`config.mk`:
```
export PLATFORM = sky130hd
export DESIGN_NAME = fmv_sat_counter
export DESIGN_NICKNAME = d
export VERILOG_FILES = /design/src/rtl/fmv_sat_counter.sv
export SDC_FILE = /design/constraint.sdc
export NUM_CORES = 1
export LEC_CHECK = 0
export ABC_AREA = 1
export CAP_MARGIN = 15
export CORE_MARGIN = 3
export CORE_UTILIZATION = 45
export CTS_CLUSTER_DIAMETER = 100
export CTS_CLUSTER_SIZE = 20
export DETAILED_ROUTE_END_ITERATION = 10
export HOLD_SLACK_MARGIN = 0.12
export PLACE_DENSITY = 0.81
export SLEW_MARGIN = 0
export SYNTH_ARGS = -nofsm -noshare
export SYNTH_HDL_FRONTEND = slang
export SYNTH_SLANG_ARGS = --single-unit
```
`constraint.sdc`:
```
create_clock -name clk -period 2 [get_ports clk]
set_input_delay 0.2 -clock clk [delete_from_list [all_inputs] [get_ports clk]]
set_output_delay 0.2 -clock clk [all_outputs]
set_load 0.02 [all_outputs]
```
`src/rtl/fmv_sat_counter.sv`:
```
// fmv_sat_counter: up counter with synchronous clear that holds at all-ones instead of wrapping
module fmv_sat_counter #(
    parameter int W = 16
) (
    input  logic         clk,
    input  logic         rst,
    input  logic         clr_i,
    input  logic         en_i,
    output logic [W-1:0] cnt_o
);

    logic [W-1:0] cnt_q;
    logic [W-1:0] cnt_d;

    // clear has priority over counting; a full counter stays full
    always_comb cnt_d = clr_i ? '0 : (en_i && cnt_q != '1) ? cnt_q + 1'b1 : cnt_q;

    // counter register
    always_ff @(posedge clk) begin
        if (rst) cnt_q <= '0;
        else     cnt_q <= cnt_d;
    end

    assign cnt_o = cnt_q;

endmodule

```
**After elaboration in Yosys (flattened, before gate mapping)**

Cells that the tools add are included.

- $add $sub $neg: 1
- Equal/unequal tests: 1
- Reductions and logical operators: 2

Operator list:

| kind | number |
|---|---|
| $add A16 B1 Y16 const B | 1 |
| $ne A16 B16 Y1 const B | 1 |
| $reduce_or A2 Y1 | 1 |
| $logic_and A1 B1 Y1 | 1 |

- Register bits after elaboration: 16
- Input bits: 4
- Output and inout port bits: 16
- Logic and storage cells: 5

**Depth between registers and ports, before layout**

Gate-level depths: netlist of the first run.

- Depth in word-level cells: 2
- Gate-level depth with buffers: 9
- Gate-level depth less buffers: 9

**Worst setup path after synthesis of the first run**

OpenSTA, ideal clock, no wires.

- Path type: register to register
- Start: reg cnt_q[0] (netlist: cnt_o[0])
- End: reg cnt_q[15] (netlist: cnt_o[15])
- Arrival time: 1.406 ns
- Path slack: 0.479 ns
- Cell stages (with the launch flop): 8
- Period minus slack after synthesis: 1.521 ns
- Cells stage by stage: dfxtp_1 > ha_1 > nand2_1 > nor2_4 > nand4_4 > buf_6 > a21oi_1 > nor2_1

- Longest elaborated chain between the ends: 2
- Elaborated cells between the ends (all ways): 3

RTL lines:

| item | RTL line | text |
|---|---|---|
| start, declared | 12 | `logic [W-1:0] cnt_q;` |
| start signal, assigned | 21 | `else cnt_q <= cnt_d;` |
| branches (longest 2 deep; another with $add A16 B1 Y16) | - |  |

Parallel ways; which one is timed is not known.
A chain may end at the register's enable or synchronous reset.

**Final worst setup path of the first run**

- Start: reg cnt_q[2] (netlist: cnt_o[2])
- End: out cnt_o[2]

RTL lines:

| item | RTL line | text |
|---|---|---|
| end, declared | 9 | `output logic [W-1:0] cnt_o` |

No word-level cell between the ends.

==> impl_metrics.json, run 1 <==
{
  "floorplan.die.height_um": 53.25,
  "drt-pass1-iter-count": 4,
  "worst_path_dominant_cell_family": "buffers and inverters",
  "grt_max_degree": 17,
  "final-hold-violation-count": 0,
  "global_route.usage.total_pct": 19.37,
  "design.portCount": 20,
  "worst_setup_path_start_kind": "flop",
  "postRouteAntennaNets": 0,
  "n_antenna_cell": 0,
  "vias_per_cell": 5.015,
  "final_core_util_pct": 61.21,
  "grt_antenna_before_repair": 0,
  "drt-wirelength-per-cell_um": 11.07,
  "total_of_warnings_raised_by_yosys": 0,
  "finalClockSkew_ns": 0.004185,
  "maxSlewHeadroom_pct": 84.78,
  "slowest_delay_ns": 0.64,
  "grt_setup_unrepaired": "false",
  "area.sequential_um2": 320.3,
  "place_worst_setup_slack_ns": 0.3695,
  "hold_path_class": "flop to flop",
  "placed_cell_area_um2": 1214,
  "n_fill_cell": 197,
  "critical_path.endpoint_type": "output port",
  "p_leak_nw": 0.5058,
  "final-instance-count-excl-fill": 205,
  "final_nets": 184,
  "global_route.usage.met2_pct": 35.71,
  "tritoncts.num_buffers": 3,
  "clk_pin_slew_worst_paths_ns": 0.10,
  "synth_area_leaders": "sky130_fd_sc_hd__dfxtp_1 32%, sky130_fd_sc_hd__nand2_1 16%, sky130_fd_sc_hd__nor2_1 14%, sky130_fd_sc_hd__nand3_1 6.5%, sky130_fd_sc_hd__inv_1 5.6%",
  "outcome": "complete, no violations",
  "core.rowCount": 16,
  "post-route-min-period_ns": 1.565,
  "fp.dieArea_um2": 2836,
  "finalPower_mw": 0.5748,
  "fmax_mhz": 639.0,
  "gp_routability_congestion": 0.8974,
  "path_type_of_the_worst_setup_path": "flop to output port",
  "critical_path.cell_chain": "clkdlybuf4s50_1",
  "final_layout_size_suffix_gt1_share_pct": 12.36,
  "first_global_vias": 1018,
  "cts-resized-gates": 0,
  "htree_levels": 1,
  "synth.yosys.seq_area_share_pct": 31.88,
  "drt_drc_violations_left": 0,
  "timing.max_cap.violations": 0,
  "cp_max_fo": 6,
  "wire_length_of_the_first_global_routing_pass_um": 4071,
  "floorplan.initialDensity_pct": 49.20,
  "post-cts-setup-buffers": 0,
  "final_min_period_over_clock_period_pct": 78.24,
  "setup_violations": 0,
  "setup-tns-final_ns": 0,
  "synth-seq-cells": 16,
  "hpwl_um": 1773,
  "routed_wl_um": 2269,
  "netlist_instances": 156,
  "cts-root-buf": "sky130_fd_sc_hd__clkbuf_4",
  "grt_overflow": 0,
  "largest_register_ffs": 16,
  "timing.final.max_slew_violations": 0,
  "fin_hold_ws_ns": 0.5282,
  "route.vias.total": 1028,
  "insertion_delay_ns": 0.29,
  "cts-root-to-sink-buffers": 2,
  "core_region_area_um2": 2042,
  "worst_slack_ns": 0.4351,
  "power.density_cell_area_nw_per_um2": 459.9,
  "cp_data_required_time_ns": 1.80,
  "buffer_ports.inserted": 19,
  "dpl.cell_count": 201,
  "global_route.usage.met3_pct": 3.944,
  "peakVddDrop_v": 0.0004006,
  "synth_nets": 161,
  "area_used_by_multi_input_combinational_logic_um2": 601.8,
  "finish.instance_area_um2": 1250,
  "worstMarginPinSlew_ns": 0.2276,
  "timing.critical_path.arrival_ns": 1.36,
  "syn2layout_area_growth_pct": 24.41,
  "netlist_area_um2": 1005,
  "die_w_um": 53.25,
  "synth.distinct_cells": 20,
  "cpMaxStageDelayCell": "sky130_fd_sc_hd__clkdlybuf4s50_1",
  "fraction_of_post_synthesis_cell_area_in_the_top_cell_type_by_area_pct": 31.88,
  "drt_first_iter_violations": 23,
  "syn-mean-instance-area_um2": 6.440,
  "yosysTopAreaCell": "sky130_fd_sc_hd__dfxtp_1",
  "clock_sinks": 16,
  "grt-busiest-layer": "met2",
  "met1_capacity_usage_during_global_routing_pct": 20.95,
  "cts_hold_repair.buffers": 0,
  "cts_tree": "built",
  "cp.buffers_inverters": 1
}
==> cell type report <==
| type | count | area share [%] |
|---|---|---|
| flip-flops and latches | 16 | 25.63 |
| repair buffers | 20 | 15.82 |
| clock buffers | 4 | 2.903 |
| inverters | 16 | 4.805 |
| multi-input cells | 122 | 48.15 |
| well taps | 27 | 2.703 |
==> Yosys cell counts, drive strengths merged <==
library cell and count:
nor2 48, o21ai 2, ha 1, nand4 2, inv 16, and3 1, nand3 13, nand2 46
dfxtp 16, and2 1, buf 2, nand3b 1, a21oi 7
==> path summary, 6_finish.rpt <==
check                           slack [ns]  cells after the start     start   endpoint
worst min-delay path                  0.53                      2  cnt_o[1]   cnt_o[1]
worst min register to register        0.53                      2  cnt_o[1]   cnt_o[1]
worst max register to register        0.52                      6  cnt_o[0]  cnt_o[14]
worst max-delay path                  0.44                      1  cnt_o[2]   cnt_o[2]
==> kinds of logic (layout without fill, tap and decap cells) <==
family | after synthesis | in the layout | synth area share, %
compound gates | 9 | 9 | 4.483
fa+ha+maj | 1 | 1 | 1.245
flops | 16 | 16 | 31.88
buf+inv | 18 | 40 | 8.218
simple gates | 112 | 112 | 54.17
==> where the power goes <==
group | total (mW) | switching, mW | leakage, nW | internal [mW]
clock | 0.218 | 0.107 | 0.0210 | 0.111
combinational | 0.0348 | 0.0189 | 0.356 | 0.0159
sequential | 0.322 | 0.00201 | 0.129 | 0.320
==> placed cells by master, fill, tap and decap left out, drive strengths merged, types with 2 or more instances in the layout <==
master / netlist / layout
nor2: 48 / 48
nand4: 2 / 2
nand2: 46 / 46
clkbuf: 0 / 4
dfxtp: 16 / 16
a21oi: 7 / 7
o21ai: 2 / 2
clkdlybuf4s50: 0 / 19
inv: 16 / 16
nand3: 13 / 13
==> routing by layer <==
layer | wire length [um] | up-vias
li1 | - | 530
met1 | 991 | 476
met2 | 1143 | 17
met3 | 97 | 5
met4 | 37 | 0
met5 | 0 | -
No activity file was read; power rests on OpenSTA's default activity.
==> inputs of run 2 (changes only) <==
--- a/config.mk
+++ b/config.mk
@@ -13,7 +13,7 @@
 export CTS_CLUSTER_SIZE = 20
 export DETAILED_ROUTE_END_ITERATION = 10
 export HOLD_SLACK_MARGIN = 0.12
-export PLACE_DENSITY = 0.81
+export PLACE_DENSITY = 0.84
 export SLEW_MARGIN = 0
 export SYNTH_ARGS = -nofsm -noshare
 export SYNTH_HDL_FRONTEND = slang
==> constraint.sdc (replaced) <==
create_clock -name clk -period 1.3 [get_ports clk]
set_input_delay 0.13 -clock clk [delete_from_list [all_inputs] [get_ports clk]]
set_output_delay 0.13 -clock clk [all_outputs]
set_load 0.02 [all_outputs]
==> run 2 against run 1 <==
Effect of this change: the run now ends with negative setup slack left; highest routed layer unchanged; design area increased by 17%; clock power grew 55%; final cell count grew 4.4%; critical endpoint is now cnt_o[4]; non-clock buffer count grew 8; die area is the same; largest cell class unchanged; sequential power rose by 52%.
==> impl_metrics.json, run 2 (synthesis results as in run 1) <==
{
  "postRouteAntennaNets": 0,
  "cts_hold_repair.buffers": 0,
  "setup_violations": 13,
  "timing.rr.start": "cnt_o[1]",
  "floorplan.initialDensity_pct": 49.20,
  "area.sequential_um2": 350.3,
  "largest_register_ffs": 16,
  "cts-root-to-sink-buffers": 2,
  "seq_power_share_pct": 54.6,
  "clock_sinks": 16,
  "grt-busiest-layer": "met2",
  "gp_routability_congestion": 0.9369,
  "placed_cell_area_um2": 1279,
  "fmax_mhz": 701.2,
  "floorplan.die.height_um": 53.25,
  "timing.final.max_slew_violations": 0,
  "worst_hold_startpoint": "cnt_o[5]",
  "drt-wirelength-per-cell_um": 13.43,
  "syn2layout_area_growth_pct": 45.83,
  "drt-pass1-iter-count": 4,
  "worst_slack_ns": -0.1261,
  "vias_per_cell": 5.117,
  "insertion_delay_ns": 0.29,
  "n_antenna_cell": 0,
  "pwr-share-comb_pct": 7.7,
  "cellInternalPower_mw": 0.6903,
  "grt_max_degree": 11,
  "worstSetupStartpoint": "cnt_o[1]",
  "final-hold-violation-count": 0,
  "core.rowCount": 16,
  "fin_hold_ws_ns": 0.5189,
  "most-common-layout-cells": "38 x sky130_fd_sc_hd__nand2_1, 32 x sky130_fd_sc_hd__nor2_1, 16 x sky130_fd_sc_hd__dlygate4sd2_1",
  "global_route.usage.met3_pct": 4.225,
  "die_w_um": 53.25,
  "met1_capacity_usage_during_global_routing_pct": 25.08,
  "cp_max_fo": 5,
  "grt_setup_unrepaired": "true",
  "timing.max_cap.violations": 0,
  "maxSlewHeadroom_pct": 83.79,
  "n_fill_cell": 164,
  "design.portCount": 20,
  "path_type_of_the_worst_setup_path": "flop to flop",
  "grt_overflow": 0,
  "final_min_period_over_clock_period_pct": 109.7,
  "final_layout_size_suffix_gt1_share_pct": 35.29,
  "p_leak_nw": 0.6756,
  "hpwl_um": 1763,
  "cts_tree": "built",
  "power_switching_share_pct": 23.03,
  "timing.critical_path.arrival_ns": 1.65,
  "outcome": "complete, but fails checks",
  "finish.instance_area_um2": 1465,
  "global_route.usage.met2_pct": 37.35,
  "tritoncts.num_buffers": 3,
  "clkPwrFrac_pct": 37.7,
  "cts-root-buf": "sky130_fd_sc_hd__clkbuf_4",
  "core_region_area_um2": 2042,
  "layout_commonest_cell": "sky130_fd_sc_hd__nand2_1",
  "worstMarginPinSlew_ns": 0.2426,
  "power.density_cell_area_nw_per_um2": 612.1,
  "grt_antenna_before_repair": 0,
  "global_route.usage.total_pct": 21.96,
  "area_used_by_multi_input_combinational_logic_um2": 734.5,
  "cp_data_required_time_ns": 1.53,
  "fp.dieArea_um2": 2836,
  "finalClockSkew_ns": 0.006311,
  "drt_first_iter_violations": 31,
  "worst_setup_path_start_kind": "flop",
  "drt_drc_violations_left": 0,
  "switchingPower_mw": 0.2066,
  "buffer_ports.inserted": 19,
  "violations": "negative setup slack",
  "critical_path.endpoint_type": "flop",
  "routed_wl_um": 2874,
  "wire_length_of_the_first_global_routing_pass_um": 4567,
  "first_global_vias": 1083,
  "clk_pin_slew_worst_paths_ns": 0.10,
  "hold_path_class": "flop to flop",
  "final_nets": 193,
  "route.vias.total": 1095,
  "post-route-min-period_ns": 1.426,
  "htree_levels": 1,
  "peakVddDrop_v": 0.0004950
}
==> run 2: changes by cell type in the layout (fill, tap and decap cells not counted), moves of 5 or more <==
cell	before	now
sky130_fd_sc_hd__buf_4	1	8
sky130_fd_sc_hd__clkdlybuf4s50_1	19	3
sky130_fd_sc_hd__dfxtp_2	0	12
sky130_fd_sc_hd__dfxtp_1	16	0
sky130_fd_sc_hd__nor2_1	38	32
sky130_fd_sc_hd__nor2_4	4	9
sky130_fd_sc_hd__nand2_1	43	38
sky130_fd_sc_hd__nand3_1	13	8
sky130_fd_sc_hd__dlygate4sd2_1	0	16
==> run 2: cell type report <==
type	count	share of cell area [%]
inverter	16	4.099
timing repair buffer	28	17.08
sequential	16	23.91
multi-input combinational	123	50.13
clock buffer	4	2.477
tap	27	2.306
==> run 2: path summary, 6_finish.rpt <==
check | end | slack, ns | depth (start not counted)
min | cnt_o[5] | 0.52 | 2
max | cnt_o[4] | -0.13 | 9
max reg2reg | cnt_o[4] | -0.13 | 9
min reg2reg | cnt_o[5] | 0.52 | 2
==> run 2: stage by stage <==
step | std cells | setup slack [ns] | total power [mW] | setup TNS (ns) | utilization [%]
finish | 214 | -0.1261 | 0.8968 | -0.9441 | 71.75
global route | 214 | -0.2211 | 0.9470 | -2.384 | 71.75
CTS | 212 | -0.05431 | 0.9181 | -0.4201 | 67.16
detailed placement | 204 | -0.1933 | 0.5679 | -0.9152 | 62.62
global placement | 204 | -0.07214 | 0.5654 | -0.3442 | 62.62
floorplan | 156 | 0.006654 | 0.5389 | 0 | -
==> run 2: power groups by stage <==
| stage | combinational, mW | sequential, mW | clock, mW |
|---|---|---|---|
| 6_report | 0.0692 | 0.489 | 0.338 |
| 3_3_place_gp | 0.0596 | 0.506 | 0 |
| 5_1_grt | 0.0796 | 0.490 | 0.378 |
| 4_1_cts | 0.0681 | 0.494 | 0.356 |
| 2_1_floorplan | 0.0298 | 0.509 | 0 |
| 3_5_place_dp | 0.0620 | 0.506 | 0 |
==> run 2: what timing repair did <==
action / CTS / global route
buffers inserted: 3 / 2
gates resized for setup: 26 / 18
gates cloned: 1 / 0
pin swaps: 9 / 10
setup endpoints to repair: 29 / 16
==> run 2: critical path, stage by stage, from the launching register on <==
cell	delay (ns)
sky130_fd_sc_hd__dfxtp_4	0.38
sky130_fd_sc_hd__ha_4	0.17
sky130_fd_sc_hd__nand2_4	0.06
sky130_fd_sc_hd__nor2_4	0.17
sky130_fd_sc_hd__nand2_4	0.08
sky130_fd_sc_hd__nor2_8	0.21
sky130_fd_sc_hd__nor2_4	0.05
sky130_fd_sc_hd__nand2_2	0.09
sky130_fd_sc_hd__nand2_2	0.07
sky130_fd_sc_hd__nor2_2	0.09
==> run 2: layer usage <==
layer  wire, um  share of wire, %  up-vias
met5          0                 0        -
met2       1494                52       44
met1       1190                41      498
li1           -                 -      547
met3        135               4.7        6
met4         55               1.9        0
==> inputs of run 3 (changes only) <==
--- a/config.mk
+++ b/config.mk
@@ -13,7 +13,7 @@
 export CTS_CLUSTER_SIZE = 20
 export DETAILED_ROUTE_END_ITERATION = 10
 export HOLD_SLACK_MARGIN = 0.12
-export PLACE_DENSITY = 0.84
+export PLACE_DENSITY = 0.81
 export SLEW_MARGIN = 0
 export SYNTH_ARGS = -nofsm -noshare
 export SYNTH_HDL_FRONTEND = slang
==> constraint.sdc (replaced) <==
create_clock -name clk -period 1.4 [get_ports clk]
set_input_delay 0.14 -clock clk [delete_from_list [all_inputs] [get_ports clk]]
set_output_delay 0.14 -clock clk [all_outputs]
set_load 0.02 [all_outputs]
==> run 3 against run 2 <==
Effect of this change: the flow now finishes without violations; critical path depth fell by 2; sequential power is 6.5% lower; largest cell class unchanged; clock skew up 0.0092 ns; first-iteration DRC count decreased by 26%; critical endpoint is now cnt_o[2]; via count fell by 0.82%; clock power down 24%; count of clock-buffer cells in the layout stayed put.
==> impl_metrics.json, run 3 (synthesis results as in run 1) <==
{
  "final_min_period_over_clock_period_pct": 99.01,
  "grt_setup_unrepaired": "true",
  "insertion_delay_ns": 0.29,
  "final-hold-violation-count": 0,
  "critical_path.endpoint_type": "flop",
  "area.sequential_um2": 339.1,
  "fin_hold_ws_ns": 0.5228,
  "finalClockSkew_ns": 0.01556,
  "wire_length_of_the_first_global_routing_pass_um": 3974,
  "finalPower_mw": 0.7693,
  "n_antenna_cell": 0,
  "cp_max_fo": 7,
  "cp_data_required_time_ns": 1.57,
  "outcome": "complete, no violations",
  "hpwl_um": 1741,
  "final_layout_size_suffix_gt1_share_pct": 27.37,
  "drt-wirelength-per-cell_um": 11.50,
  "fp.dieArea_um2": 2836,
  "grt_overflow": 0,
  "gp_routability_congestion": 0.8688,
  "core.rowCount": 16,
  "drt-pass1-iter-count": 4,
  "global_route.usage.total_pct": 18.84,
  "largest_register_ffs": 16,
  "first_global_vias": 952,
  "buffer_ports.inserted": 19,
  "most-common-layout-cells": "41 x sky130_fd_sc_hd__nand2_1, 36 x sky130_fd_sc_hd__nor2_1, 16 x sky130_fd_sc_hd__dlygate4sd2_1",
  "setup_violations": 0,
  "setup-tns-final_ns": 0,
  "grt_antenna_before_repair": 0,
  "place_worst_setup_slack_ns": -0.09726,
  "clock_sinks": 16,
  "worstMarginPinSlew_ns": 0.2284,
  "area_used_by_multi_input_combinational_logic_um2": 684.4,
  "floorplan.die.height_um": 53.25,
  "maxSlewHeadroom_pct": 84.72,
  "peakVddDrop_v": 0.0004538,
  "grt_max_degree": 17,
  "timing.final.max_slew_violations": 0,
  "power.density_cell_area_nw_per_um2": 548.0,
  "met1_capacity_usage_during_global_routing_pct": 21.64,
  "worst_slack_ns": 0.01384,
  "tritoncts.num_buffers": 3,
  "design.portCount": 20,
  "die_w_um": 53.25,
  "vias_per_cell": 5.005,
  "timing.max_cap.violations": 0,
  "global_route.usage.met3_pct": 3.380,
  "drt_drc_violations_left": 0,
  "post-route-min-period_ns": 1.386,
  "p_leak_nw": 0.6755,
  "worst_setup_path_start_kind": "flop",
  "postRouteAntennaNets": 0,
  "global_route.usage.met2_pct": 32.86,
  "fmax_mhz": 721.4,
  "slowest_delay_ns": 0.39,
  "syn2layout_area_growth_pct": 39.73,
  "cts_tree": "built",
  "clk_pin_slew_worst_paths_ns": 0.10,
  "cts-root-buf": "sky130_fd_sc_hd__clkbuf_4",
  "cpMaxStageDelayCell": "sky130_fd_sc_hd__dfxtp_4",
  "layout_commonest_cell": "sky130_fd_sc_hd__nand2_1",
  "final_core_util_pct": 68.75,
  "core_region_area_um2": 2042,
  "path_type_of_the_worst_setup_path": "flop to flop",
  "routed_wl_um": 2495,
  "cts-root-to-sink-buffers": 2,
  "n_fill_cell": 180,
  "floorplan.initialDensity_pct": 49.20,
  "timing.critical_path.arrival_ns": 1.56,
  "htree_levels": 1,
  "route.vias.total": 1086,
  "final_nets": 196,
  "drt_first_iter_violations": 23,
  "hold_path_class": "flop to flop",
  "critical_path.cell_chain": "ha_4 > nand2_4 > nor2_4 > buf_4 > nand4_4 > a21oi_1 > nor2_1",
  "grt-busiest-layer": "met2"
}
-- run 3: changes by cell type in the layout (fill, tap and decap cells not counted), moves of 2 or more --
cell,previous run,this run
sky130_fd_sc_hd__nand3_1,8,10
sky130_fd_sc_hd__nand2_2,5,2
sky130_fd_sc_hd__dfxtp_2,12,6
sky130_fd_sc_hd__nor2_4,9,6
sky130_fd_sc_hd__nor2_1,32,36
sky130_fd_sc_hd__dfxtp_1,0,7
sky130_fd_sc_hd__buf_4,8,12
sky130_fd_sc_hd__nand2_1,38,41
-- run 3: area by class of cell --
cell class / count / area share (%)
clock buffers: 4 / 1.872
inverters: 16 / 4.278
multi-input cells: 123 / 48.75
flip-flops and latches: 16 / 24.15
well taps: 27 / 2.406
repair buffers: 31 / 18.54
-- run 3: worst paths after layout --
| path | from | end | slack (ns) | cells past startpoint |
|---|---|---|---|---|
| setup / recovery | cnt_o[0] | cnt_o[2] | 0.01 | 7 |
| hold / removal | cnt_o[13] | cnt_o[13] | 0.52 | 2 |
| setup reg to reg | cnt_o[0] | cnt_o[2] | 0.01 | 7 |
| hold reg to reg | cnt_o[13] | cnt_o[13] | 0.52 | 2 |
-- run 3: repair_timing --
| action | in CTS | in global routing |
|---|---|---|
| buffers inserted | 0 | 9 |
| hold buffers | 0 | 0 |
| pin swaps | 2 | 12 |
| gates resized for setup | 17 | 21 |
| cloned | 1 | 0 |
| setup endpoints to repair | 22 | 16 |
-- run 3: routing by layer --
metal,wire length (um),part of all wire [%]
met2,1218,49
met4,68,2.7
met1,1077,43
met5,0,0
met3,131,5.3
-- run 3: critical path, delay by kind of cell (launching register included) --
family          cells  cell delay, ns
fa+ha+maj           1            0.16
simple gates        4            0.41
buf+inv             1            0.14
compound gates      1            0.17
flops               1            0.39
-- run 3: per-stage QoR --
| stage | cell area [um2] | instances |
|---|---|---|
| floorplan | 1025 | 156 |
| global placement | 1249 | 203 |
| detailed placement | 1249 | 203 |
| CTS | 1270 | 208 |
| global route | 1404 | 217 |
| finish | 1404 | 217 |
-- run 3: power breakdown --
part	total (mW)	internal, mW	switching (mW)
combinational	0.0554	0.0264	0.0290
sequential	0.457	0.453	0.00408
clock	0.257	0.111	0.146
total	0.769	0.590	0.179
